[config.mk]
export PLATFORM = sky130hd
export DESIGN_NAME = rr_arbiter4
export DESIGN_NICKNAME = d
export VERILOG_FILES = /design/src/rtl/arb_pkg.sv /design/src/rtl/dec2to4_en.sv /design/src/rtl/rr_arbiter4.sv
export SDC_FILE = /design/constraint.sdc
export NUM_CORES = 1
export LEC_CHECK = 0
export CORE_MARGIN = 2
export CORE_UTILIZATION = 37
export DETAILED_ROUTE_END_ITERATION = 10
export GPL_ROUTABILITY_DRIVEN = 0
export SLEW_MARGIN = 20
export SYNTH_ARGS = -nofsm -noshare
export SYNTH_HDL_FRONTEND = slang
export SYNTH_SLANG_ARGS = --single-unit
[constraint.sdc]
create_clock -name clk -period 1.7 [get_ports clk]
set_input_delay 0.51 -clock clk [delete_from_list [all_inputs] [get_ports clk]]
set_output_delay 0.51 -clock clk [all_outputs]
set_load 0.01 [all_outputs]
[src/rtl/arb_pkg.sv]
// Shared types and helpers for the four-way round-robin arbiter.
// Holds state encodings, requester count and the rotating priority search.
package arb_pkg;

    localparam int NREQ  = 4;
    localparam int IDX_W = 2;

    typedef enum logic [1:0] {
        IDLE = 2'b00,
        BUSY = 2'b01,
        GAP  = 2'b10
    } state_e;

    // First set request bit found scanning ptr, ptr+1, ... modulo NREQ.
    // Scanning downward lets the closest candidate overwrite farther ones.
    function automatic logic [IDX_W-1:0] rr_pick(
        input logic [NREQ-1:0]  req,
        input logic [IDX_W-1:0] ptr
    );
        logic [IDX_W-1:0] pick;
        logic [IDX_W-1:0] cand;
        pick = ptr;
        for (int k = NREQ - 1; k >= 0; k--) begin
            cand = ptr + k[IDX_W-1:0];
            if (req[cand]) begin
                pick = cand;
            end
        end
        return pick;
    endfunction

endpackage

[src/rtl/dec2to4_en.sv]
// 2-to-4 one-hot decoder with enable.
// Drives the resource-select lines from the registered grant index.
module dec2to4_en
    import arb_pkg::*;
(
    input  logic [IDX_W-1:0] idx,
    input  logic             en,
    output logic [NREQ-1:0]  onehot
);

    // Single bit set at idx when enabled, otherwise all zero.
    always_comb begin
        onehot = '0;
        if (en) begin
            onehot[idx] = 1'b1;
        end
    end

endmodule

[src/rtl/rr_arbiter4.sv]
// Four-requester round-robin arbiter with hold limit and turnaround gap.
// Grant index, valid and timeout are registered; gnt is decoded from them.
module rr_arbiter4
    import arb_pkg::*;
#(
    parameter int MAX_HOLD = 8,
    parameter int CNT_W    = 4
) (
    input  logic             clk,
    input  logic             rst_n,
    input  logic [NREQ-1:0]  req,
    input  logic             done,
    output logic [NREQ-1:0]  gnt,
    output logic [IDX_W-1:0] gnt_idx,
    output logic             gnt_valid,
    output logic             timeout
);

    state_e           state_q, state_d;
    logic [IDX_W-1:0] ptr_q, ptr_d;
    logic [CNT_W-1:0] hold_cnt_q, hold_cnt_d;
    logic [IDX_W-1:0] gnt_idx_q, gnt_idx_d;
    logic             gnt_valid_q, gnt_valid_d;
    logic             timeout_q, timeout_d;
    logic             at_limit;
    logic             own_req;

    // Next-state: arbitrate in IDLE, count and release in BUSY, one idle beat in GAP.
    always_comb begin
        state_d     = state_q;
        ptr_d       = ptr_q;
        hold_cnt_d  = hold_cnt_q;
        gnt_idx_d   = gnt_idx_q;
        gnt_valid_d = gnt_valid_q;
        timeout_d   = 1'b0;
        at_limit    = (hold_cnt_q == CNT_W'(MAX_HOLD - 1));
        own_req     = req[gnt_idx_q];
        unique case (state_q)
            IDLE: begin
                if (|req) begin
                    gnt_idx_d   = rr_pick(req, ptr_q);
                    gnt_valid_d = 1'b1;
                    hold_cnt_d  = '0;
                    state_d     = BUSY;
                end
            end
            BUSY: begin
                hold_cnt_d = hold_cnt_q + CNT_W'(1);
                if (done || !own_req || at_limit) begin
                    gnt_valid_d = 1'b0;
                    ptr_d       = gnt_idx_q + IDX_W'(1);
                    // Forced release only when the owner still wanted it.
                    timeout_d   = at_limit && !done && own_req;
                    state_d     = GAP;
                end
            end
            GAP: begin
                state_d = IDLE;
            end
            default: begin
                state_d = IDLE;
            end
        endcase
    end

    // State register; reset restarts priority at requester 0.
    always_ff @(posedge clk or negedge rst_n) begin
        if (!rst_n) begin
            state_q     <= IDLE;
            ptr_q       <= '0;
            hold_cnt_q  <= '0;
            gnt_idx_q   <= '0;
            gnt_valid_q <= 1'b0;
            timeout_q   <= 1'b0;
        end else begin
            state_q     <= state_d;
            ptr_q       <= ptr_d;
            hold_cnt_q  <= hold_cnt_d;
            gnt_idx_q   <= gnt_idx_d;
            gnt_valid_q <= gnt_valid_d;
            timeout_q   <= timeout_d;
        end
    end

    assign gnt_idx   = gnt_idx_q;
    assign gnt_valid = gnt_valid_q;
    assign timeout   = timeout_q;

    dec2to4_en u_dec (
        .idx    (gnt_idx_q),
        .en     (gnt_valid_q),
        .onehot (gnt)
    );

endmodule

# Word level (Yosys, flattened, before mapping)
# Index checks and enable logic that the tools add are counted.
# W data, S select, Z words.
[word_totals]
reg_bits = 12
latch_bits = 0
ramBits = 0
mem_bits_ro = 0
output_inout_bits = 8
word_cells = 63
mem_count = 0
[op_classes]
addsub = 5
multipliers = 0
div_mod_pow = 0
order_cmp = 6
eq_ne = 4
shifts = 0
muxes = 27
bitwise = 0
reduce_logical = 15
[ops]
columns = ["operator", "count"]
rows = [
  ["$lt A2 B3 Y1 const B", 5],
  ["$mux W2", 6],
  ["$bmux W1 S2", 5],
  ["$mux W1", 10],
  ["$mux W4", 2],
  ["$pmux W4 S2", 1],
  ["$reduce_and A2 Y1", 4],
  ["$add A2 B1 Y2 const B", 2],
  ["$add A2 B2 Y2 const B", 2],
  ["$add A4 B1 Y4 const B", 1],
  ["$eq A4 B3 Y1 const B", 1],
  ["$ne A2 B2 Y1 const B", 2],
  ["$pmux W2 S2", 1],
  ["$reduce_or A4 Y1", 1],
  ["$logic_and A1 B1 Y1", 3],
  ["$reduce_and A3 Y1", 1],
  ["$demux W1 S2", 1],
  ["$eq A2 B1 Y1 const B", 1],
  ["$ge A2 B1 Y1 const B", 1],
  ["$logic_not A1 Y1", 2],
  ["$logic_not A2 Y1", 1],
  ["$logic_or A1 B1 Y1", 2],
  ["$pmux W1 S2", 1],
  ["$reduce_bool A2 Y1", 1],
]

# Longest topological paths before layout
# Gate-level depths: netlist (run 1).
[logic_depth]
word_depth = 7
mapped_depth = 5

# By module
# A second synthesis (run 1) with hierarchy kept.
[unflattened]
cells_unflattened = 68
hier_area_um2 = 675.6
[modules_own_cells]
columns = ["module", "instances", "cells_each", "area_per_inst_um2"]
rows = [
  ["rr_arbiter4", 1, 64, 638.1],
  ["dec2to4_en", 1, 4, 37.5],
]

# Worst setup path before layout (run 1)
# Ideal clock, no wire load.
[synth_path]
kind = "register to register"
start = "register gnt_idx_q[0], in the netlist gnt_idx[0]"
end = "register ptr_q[1]"
setup_ns = 0.125
arrival_ns = 1.413
setup_slack_ns = 0.162
stages_incl_launch_ff = 5
cell_sequence = "dfrtp_1 mux2i_1 o22ai_4 a21oi_4 mux2_4"
[synth_via]
elab_chain_cells = 6
word_cells_on_any_way = 7
[synth_rtl]
columns = ["element", "line", "source"]
rows = [
  ["start, declared", "rr_arbiter4.sv:22", "logic [IDX_W-1:0] gnt_idx_q, gnt_idx_d;"],
  ["start signal, assigned", "rr_arbiter4.sv:79", "gnt_idx_q <= gnt_idx_d;"],
  ["$bmux W1 S2", "rr_arbiter4.sv:37", "own_req = req[gnt_idx_q];"],
  ["$mux W1 (implied by the code)", "rr_arbiter4.sv:37", ""],
  ["$logic_not A1 Y1", "rr_arbiter4.sv:49", "if (done || !own_req || at_limit) begin"],
  ["$logic_or A1 B1 Y1 (2 in series)", "rr_arbiter4.sv:49", ""],
  ["$reduce_and A2 Y1 (no source line)", "--", ""],
  ["end signal, assigned", "rr_arbiter4.sv:77", "ptr_q <= ptr_d;"],
  ["end, declared", "rr_arbiter4.sv:20", "logic [IDX_W-1:0] ptr_q, ptr_d;"],
]
# Several ways; a longest one is shown, not always the timed one. The select of a mux whose other input is x is not followed.
# A chain may end at the register's enable or synchronous reset.

# Final worst setup path (run 1)
[layout_path]
start = "register gnt_idx_q[0], in the netlist gnt_idx[0]"
end = "output gnt[2]"
[layout_via]
elab_chain_cells = 5
word_cells_on_any_way = 6
[layout_rtl]
columns = ["element", "line", "source"]
rows = [
  ["$lt A2 B3 Y1 (implied by the code) or $ge A2 B1 Y1 (tied branches)", "dec2to4_en.sv:15", "onehot[idx] = 1'b1;"],
  ["$logic_and A1 B1 Y1 (implied by the code)", "dec2to4_en.sv:15", ""],
  ["$mux W1 (implied by the code)", "dec2to4_en.sv:15", ""],
  ["$demux W1 S2 (*)", "--", ""],
  ["$mux W4 (*)", "dec2to4_en.sv:14", "if (en) begin"],
  ["end, declared", "rr_arbiter4.sv:13", "output logic [NREQ-1:0] gnt,"],
]
# Mark *: on every way between the ends. The rest lies on a longest branch, timed or not.

==> impl_metrics.ini, run 1 <==
[outcome]
status = finished, violations left
violations = negative setup slack

[pwr]
p_leak_nw = 0.533
total_power_mw = 2.03
power.share.clock_pct = 11.3
p_per_area_nw_per_um2 = 1720
p_sw_share_pct = 39.3
p_seq_share_pct = 25.1
ir_drop_mv = 1.15
switching_power_uw = 798
internal_power_mw = 1.23
power.combinational.fraction_pct = 63.6

[route]
drt_iter0_drc = 10
drc_errors = 0
wl_um = 1790
drt-pass1-iter-count = 4
drtAntennaViolNets = 0
via_count = 653
vias_per_cell = 4.84
wl_per_cell_um = 13.3

[setup_path]
slowest_delay_ns = 0.42
worst_ep_required_time_ns = 1.19
cpMostUsedCell = buf_6
cp-end-kind = output port
critPathMaxFanout = 3
crit_path_top_delay_cell = dfrtp_1
path_delay_family = flip-flops
cp_data_arrival_time_ns = 1.24
crit_buf_inv = 3
path_cells = buf_6, inv_6, ha_4, and2_4, buf_6
worstSetupStartpointType = flop
crit_type = flop to output port

[grt]
overflow = 0
antenna_found_initial = 0
grt_pass1_vias = 622
grt_use_total_pct = 16.3
grt_max_degree = 13
grt_pass1_wl_um = 2950

[die]
dieArea_um2 = 2360
die_y_um = 48.6
num_rows = 16
start_util_pct = 38.3
coreArea_um2 = 1920
pin_count = 15
die_x_um = 48.6

[sta]
rsz0062_at_grt = true
layout_min_cycle_time_ns = 1.75
worst_clock_skew_ns = 0.00531
relSlewSlack_pct = 64.0
hold_slack_ns = 0.511
worst_slew_pin_slew_ns = 0.539
hold_viol_final = 0
setup_viol = 3
final_max_slew_viol_count = 0
worst_slack_ns = -0.0534
fmax_ghz = 0.570
finalCritPeriodShare_pct = 103

[layout]
final_layout_size_suffix_gt1_share_pct = 43.5
num-fill-cells = 171
diodes = 0
final_nets = 121
syn_to_final_growth_pct = 60.5
post-route-cell-area_um2 = 1180

[clock_network]
cts_tree = done
clk_pin_slew_worst_paths_ns = 0.08
cts_sinks = 12
clock-root-buffer = clkbuf_4
htree_levels = 1
clock_path_buffers = 2
clk_latency_ns = 0.28
hold_buffers = 0
cts_buffers = 3

[logic_synthesis]
yosys_warnings = 0
netlist_area_um2 = 736
synth.avg_cell_area_um2 = 10.1
ys_seq_elements = 12
synth_seq_area_share_pct = 40.8
yosysUniqueCellTypes = 25
syn_nets = 85
netlist_instances = 73

[job]
cap_viol_max_count = 0

[placed_design]
place.port_buffers = 14
dpl.hpwl_um = 1180
placed_area_um2 = 987

[worst_hold_path]
hold_class = flop to flop
[power by group through the flow]
stage	Combinational [mW]	Clock, mW	Sequential, mW
final	1.29	0.229	0.511
after global routing	1.42	0.244	0.527
after CTS	1.05	0.234	0.503
after detailed placement	0.913	0	0.521
after global placement	0.891	0	0.515
after floorplan	0.507	0	0.520
[Yosys cell counts]
master,instances,area [um2]
ha_1,5,62.6
mux2_4,1,15.0
o221ai_1,1,8.76
o21ai_0,6,30.0
or2_2,1,6.26
dfrtp_1,12,300
a21oi_4,1,16.3
clkbuf_2,1,5.00
nand3b_1,1,7.51
a21oi_1,2,10.0
nor2b_1,4,25.0
a2bb2oi_1,1,8.76
inv_1,4,15.0
nor2_1,4,15.0
or2b_1,1,7.51
o32ai_1,1,8.76
mux2i_1,4,40.0
o22ai_4,1,20.0
nand2_1,9,33.8
xor2_1,1,8.76
a211oi_1,1,7.51
o41ai_4,1,27.5
nand2b_1,1,6.26
and2_1,4,25.0
nand3_1,5,25.0
[worst register-to-register path: cells and delay by family, from the launching register on]
family	cells	cell delay [ns]
compound gates	2	0.27
buf+inv	3	0.46
flops	1	0.42
mux	2	0.46
[path summary, 6_finish.rpt]
| path | start | endpoint | slack (ns) | depth (start not counted) |
|---|---|---|---|---|
| max reg2reg | gnt_idx[0] | ptr_q[0] | 0.01 | 7 |
| min reg2reg | hold_cnt_q[2] | hold_cnt_q[2] | 0.51 | 1 |
| max in group asynchronous | rst_n | ptr_q[0] | 0.76 | 1 |
| min in group asynchronous | rst_n | hold_cnt_q[3] | 0.58 | 1 |
| min | hold_cnt_q[2] | hold_cnt_q[2] | 0.51 | 1 |
| max | gnt_idx[0] | gnt[2] | -0.05 | 5 |
[cell usage in the layout, fill, tap and decap left out, types with 2 or more instances in the layout]
cell,n
nor2b_1,4
o21ai_0,4
ha_1,2
o21ai_2,2
clkbuf_4,3
dfrtp_1,12
nand3_1,5
buf_4,13
mux2i_4,2
dlymetal6s2s_1,2
a21oi_1,2
inv_1,2
nand2_1,9
buf_6,7
inv_6,2
ha_4,3
and2_4,3
nor2_1,4
clkdlybuf4s50_1,6
buf_2,3
[per-stage QoR]
| step | utilization (%) | setup TNS [ns] | worst slack, ns | cells |
|---|---|---|---|---|
| floorplan | - | 0 | 0.162 | 73 |
| global placement | 51.4 | -1.98 | -0.217 | 124 |
| detailed placement | 51.4 | -2.21 | -0.227 | 124 |
| CTS | 56.6 | -0.299 | -0.0755 | 134 |
| global route | 61.5 | -0.445 | -0.0992 | 135 |
| finish | 61.5 | -0.143 | -0.0534 | 135 |
[logic make-up (layout without fill, tap and decap cells)]
group | count (synthesis) | count (layout) | synth area share [%]
xor gates and xnor gates | 1 | 1 | 1.19
muxes | 5 | 5 | 7.48
adders and majority gates | 5 | 5 | 8.50
and+or+nand+nor | 30 | 30 | 20.6
buffers and inverters | 5 | 40 | 2.72
DFF | 12 | 12 | 40.8
AOI/OAI and AO/OA | 15 | 15 | 18.7
[layout make-up]
class | instances | area [um2] | area share [%]
Sequential cell | 12 | 300 | 25.4
Multi-Input combinational cell | 56 | 504 | 42.7
Tap cell | 27 | 33.8 | 2.86
Clock buffer | 4 | 36.3 | 3.07
Timing Repair Buffer | 32 | 282 | 23.8
Inverter | 4 | 25.0 | 2.12
[sequential cells by signal (all words and copies together), names as in the netlist]
register	cells
state_q	2
gnt_valid	1
gnt_idx	2
hold_cnt_q	4
timeout	1
ptr_q	2
[metal layers]
layer	vias up	share of wire (%)	global-route usage [%]
li1	326	-	-
met1	313	45	20.0
met2	14	51	28.5
met3	0	4.2	4.94
met4	0	0	2.86
met5	-	0	0
[repair_timing]
action                     4_1_cts  5_1_grt
cloned                           0        1
pin swaps                        3        3
resized for setup               33       25
buffers inserted                 6        1
setup endpoints to repair        7       12
Note: power is estimated with default switching activity, not from simulation.
==> inputs of run 2 (changes only) <==
Settings changed: CORE_MARGIN 2 to not set.
==> impl_metrics.ini, run 2 (synthesis gave the netlist of run 1 again) <==
[sta]
finalCritPeriodShare_pct = 102
worst_slack_ns = -0.0286
relSlewSlack_pct = 75.1
final_max_slew_viol_count = 0
setup_viol = 3
worst_clock_skew_ns = 0.00272
layout_min_cycle_time_ns = 1.73
hold_slack_ns = 0.502
finalSetupTns_ns = -0.0507
fmax_ghz = 0.579
worst_slew_pin_slew_ns = 0.372
rsz0062_at_grt = true
hold_viol_final = 0

[pwr]
p_per_area_nw_per_um2 = 1640
power.combinational.fraction_pct = 64.4
p_sw_share_pct = 38.9
ir_drop_mv = 0.916
switching_power_uw = 736
p_leak_nw = 0.539
p_seq_share_pct = 26.8
internal_power_mw = 1.16
power.share.clock_pct = 8.8
total_power_mw = 1.89

[outcome]
violations = negative setup slack
status = finished, violations left

[clock_network]
htree_levels = 1
clock_path_buffers = 2
cts_buffers = 3
cts_tree = done
clock-root-buffer = clkbuf_4
clk_pin_slew_worst_paths_ns = 0.07
cts_sinks = 12
clk_latency_ns = 0.26

[die]
die_x_um = 46.6
die_y_um = 46.6
num_rows = 15
dieArea_um2 = 2170
pin_count = 15
start_util_pct = 40.8
coreArea_um2 = 1800

[route]
drtAntennaViolNets = 0
wl_um = 1660
via_count = 632
vias_per_cell = 4.79
drc_errors = 0
wl_per_cell_um = 12.6
drt_iter0_drc = 13
drt-pass1-iter-count = 4

[setup_path]
critPathMaxFanout = 4
cp-end-kind = output port
worstSetupStartpointType = flop
worst_ep_required_time_ns = 1.19
crit_type = flop to output port
cp_data_arrival_time_ns = 1.22

[grt]
grt_max_degree = 13
antenna_found_initial = 0
grt_pass1_wl_um = 2610
overflow = 0
grt_pass1_vias = 608
grt_use_total_pct = 17.5

[layout]
largest_register_ffs = 4
layout_common_cells = 13 x buf_4, 11 x dfrtp_1, 9 x nand2_1
diodes = 0
syn_to_final_growth_pct = 57.3
final_common_cell = buf_4
regMostFlops = hold_cnt_q
final_nets = 121
final_layout_size_suffix_gt1_share_pct = 39.3

[job]
cap_viol_max_count = 0

[placed_design]
place.port_buffers = 14
dpl.hpwl_um = 1170

[worst_hold_path]
hold_class = flop to flop
-- run 2: cell count changes in the layout (fill, tap and decap cells not counted), moves of 2 or more --
cell	change
clkdlybuf4s50_1	-2
o21ai_1	+3
dlymetal6s2s_1	+2
o21ai_2	-2
-- run 2: stage by stage --
step	util, %	instance area [um2]	setup slack [ns]	instances
after floorplan	-	736	0.162	73
after global placement	55.5	1000	-0.255	124
after detailed placement	55.5	1000	-0.281	124
after CTS	58.2	1050	-0.0856	131
after global routing	64.2	1160	-0.0833	132
final	64.2	1160	-0.0286	132
-- run 2: metal layers --
layer | track usage, % | share of wire, % | vias to the layer above
li1 | - | - | 323
met1 | 20.2 | 42 | 295
met2 | 30.0 | 53 | 12
met3 | 3.53 | 3.3 | 2
met4 | 8.82 | 0.90 | 0
met5 | 0 | 0 | -
-- run 2: what timing repair did --
action | CTS | global route
setup endpoints to repair | 7 | 13
pin swaps | 1 | 5
hold buffers | 0 | 0
resized for setup | 25 | 29
buffers inserted | 4 | 1
-- run 2: area by class of cell --
class / count / area (um2)
flip-flops and latches: 12 / 302
multi-input cells: 56 / 485
repair buffers: 32 / 297
inverters: 4 / 20.0
well taps: 25 / 31.3
fillers: 167 / 644
clock buffers: 3 / 22.5
-- run 2: critical path, cell delays in order (launching register included) --
cell and delay [ns]:
dfrtp_2 0.44, buf_6 0.13, ha_4 0.14, and2_1 0.12, buf_2 0.13
-- run 2: worst paths after layout --
| check | depth (start not counted) | startpoint | to | slack, ns |
|---|---|---|---|---|
| hold reg to reg | 1 | hold_cnt_q[2] | hold_cnt_q[2] | 0.50 |
| max in group asynchronous | 2 | rst_n | gnt_idx[1] | 1.00 |
| hold / removal | 1 | hold_cnt_q[2] | hold_cnt_q[2] | 0.50 |
| setup reg to reg | 7 | gnt_idx[0] | ptr_q[1] | 0.04 |
| min in group asynchronous | 2 | rst_n | ptr_q[1] | 0.54 |
| setup / recovery | 4 | gnt_idx[1] | gnt[2] | -0.03 |
-- run 2: power groups by stage --
stage | clock [mW] | combinational (mW) | sequential [mW]
final | 0.167 | 1.22 | 0.507
after global routing | 0.183 | 1.34 | 0.528
after CTS | 0.177 | 0.997 | 0.501
after detailed placement | 0 | 0.943 | 0.524
after global placement | 0 | 0.931 | 0.516
after floorplan | 0 | 0.507 | 0.520
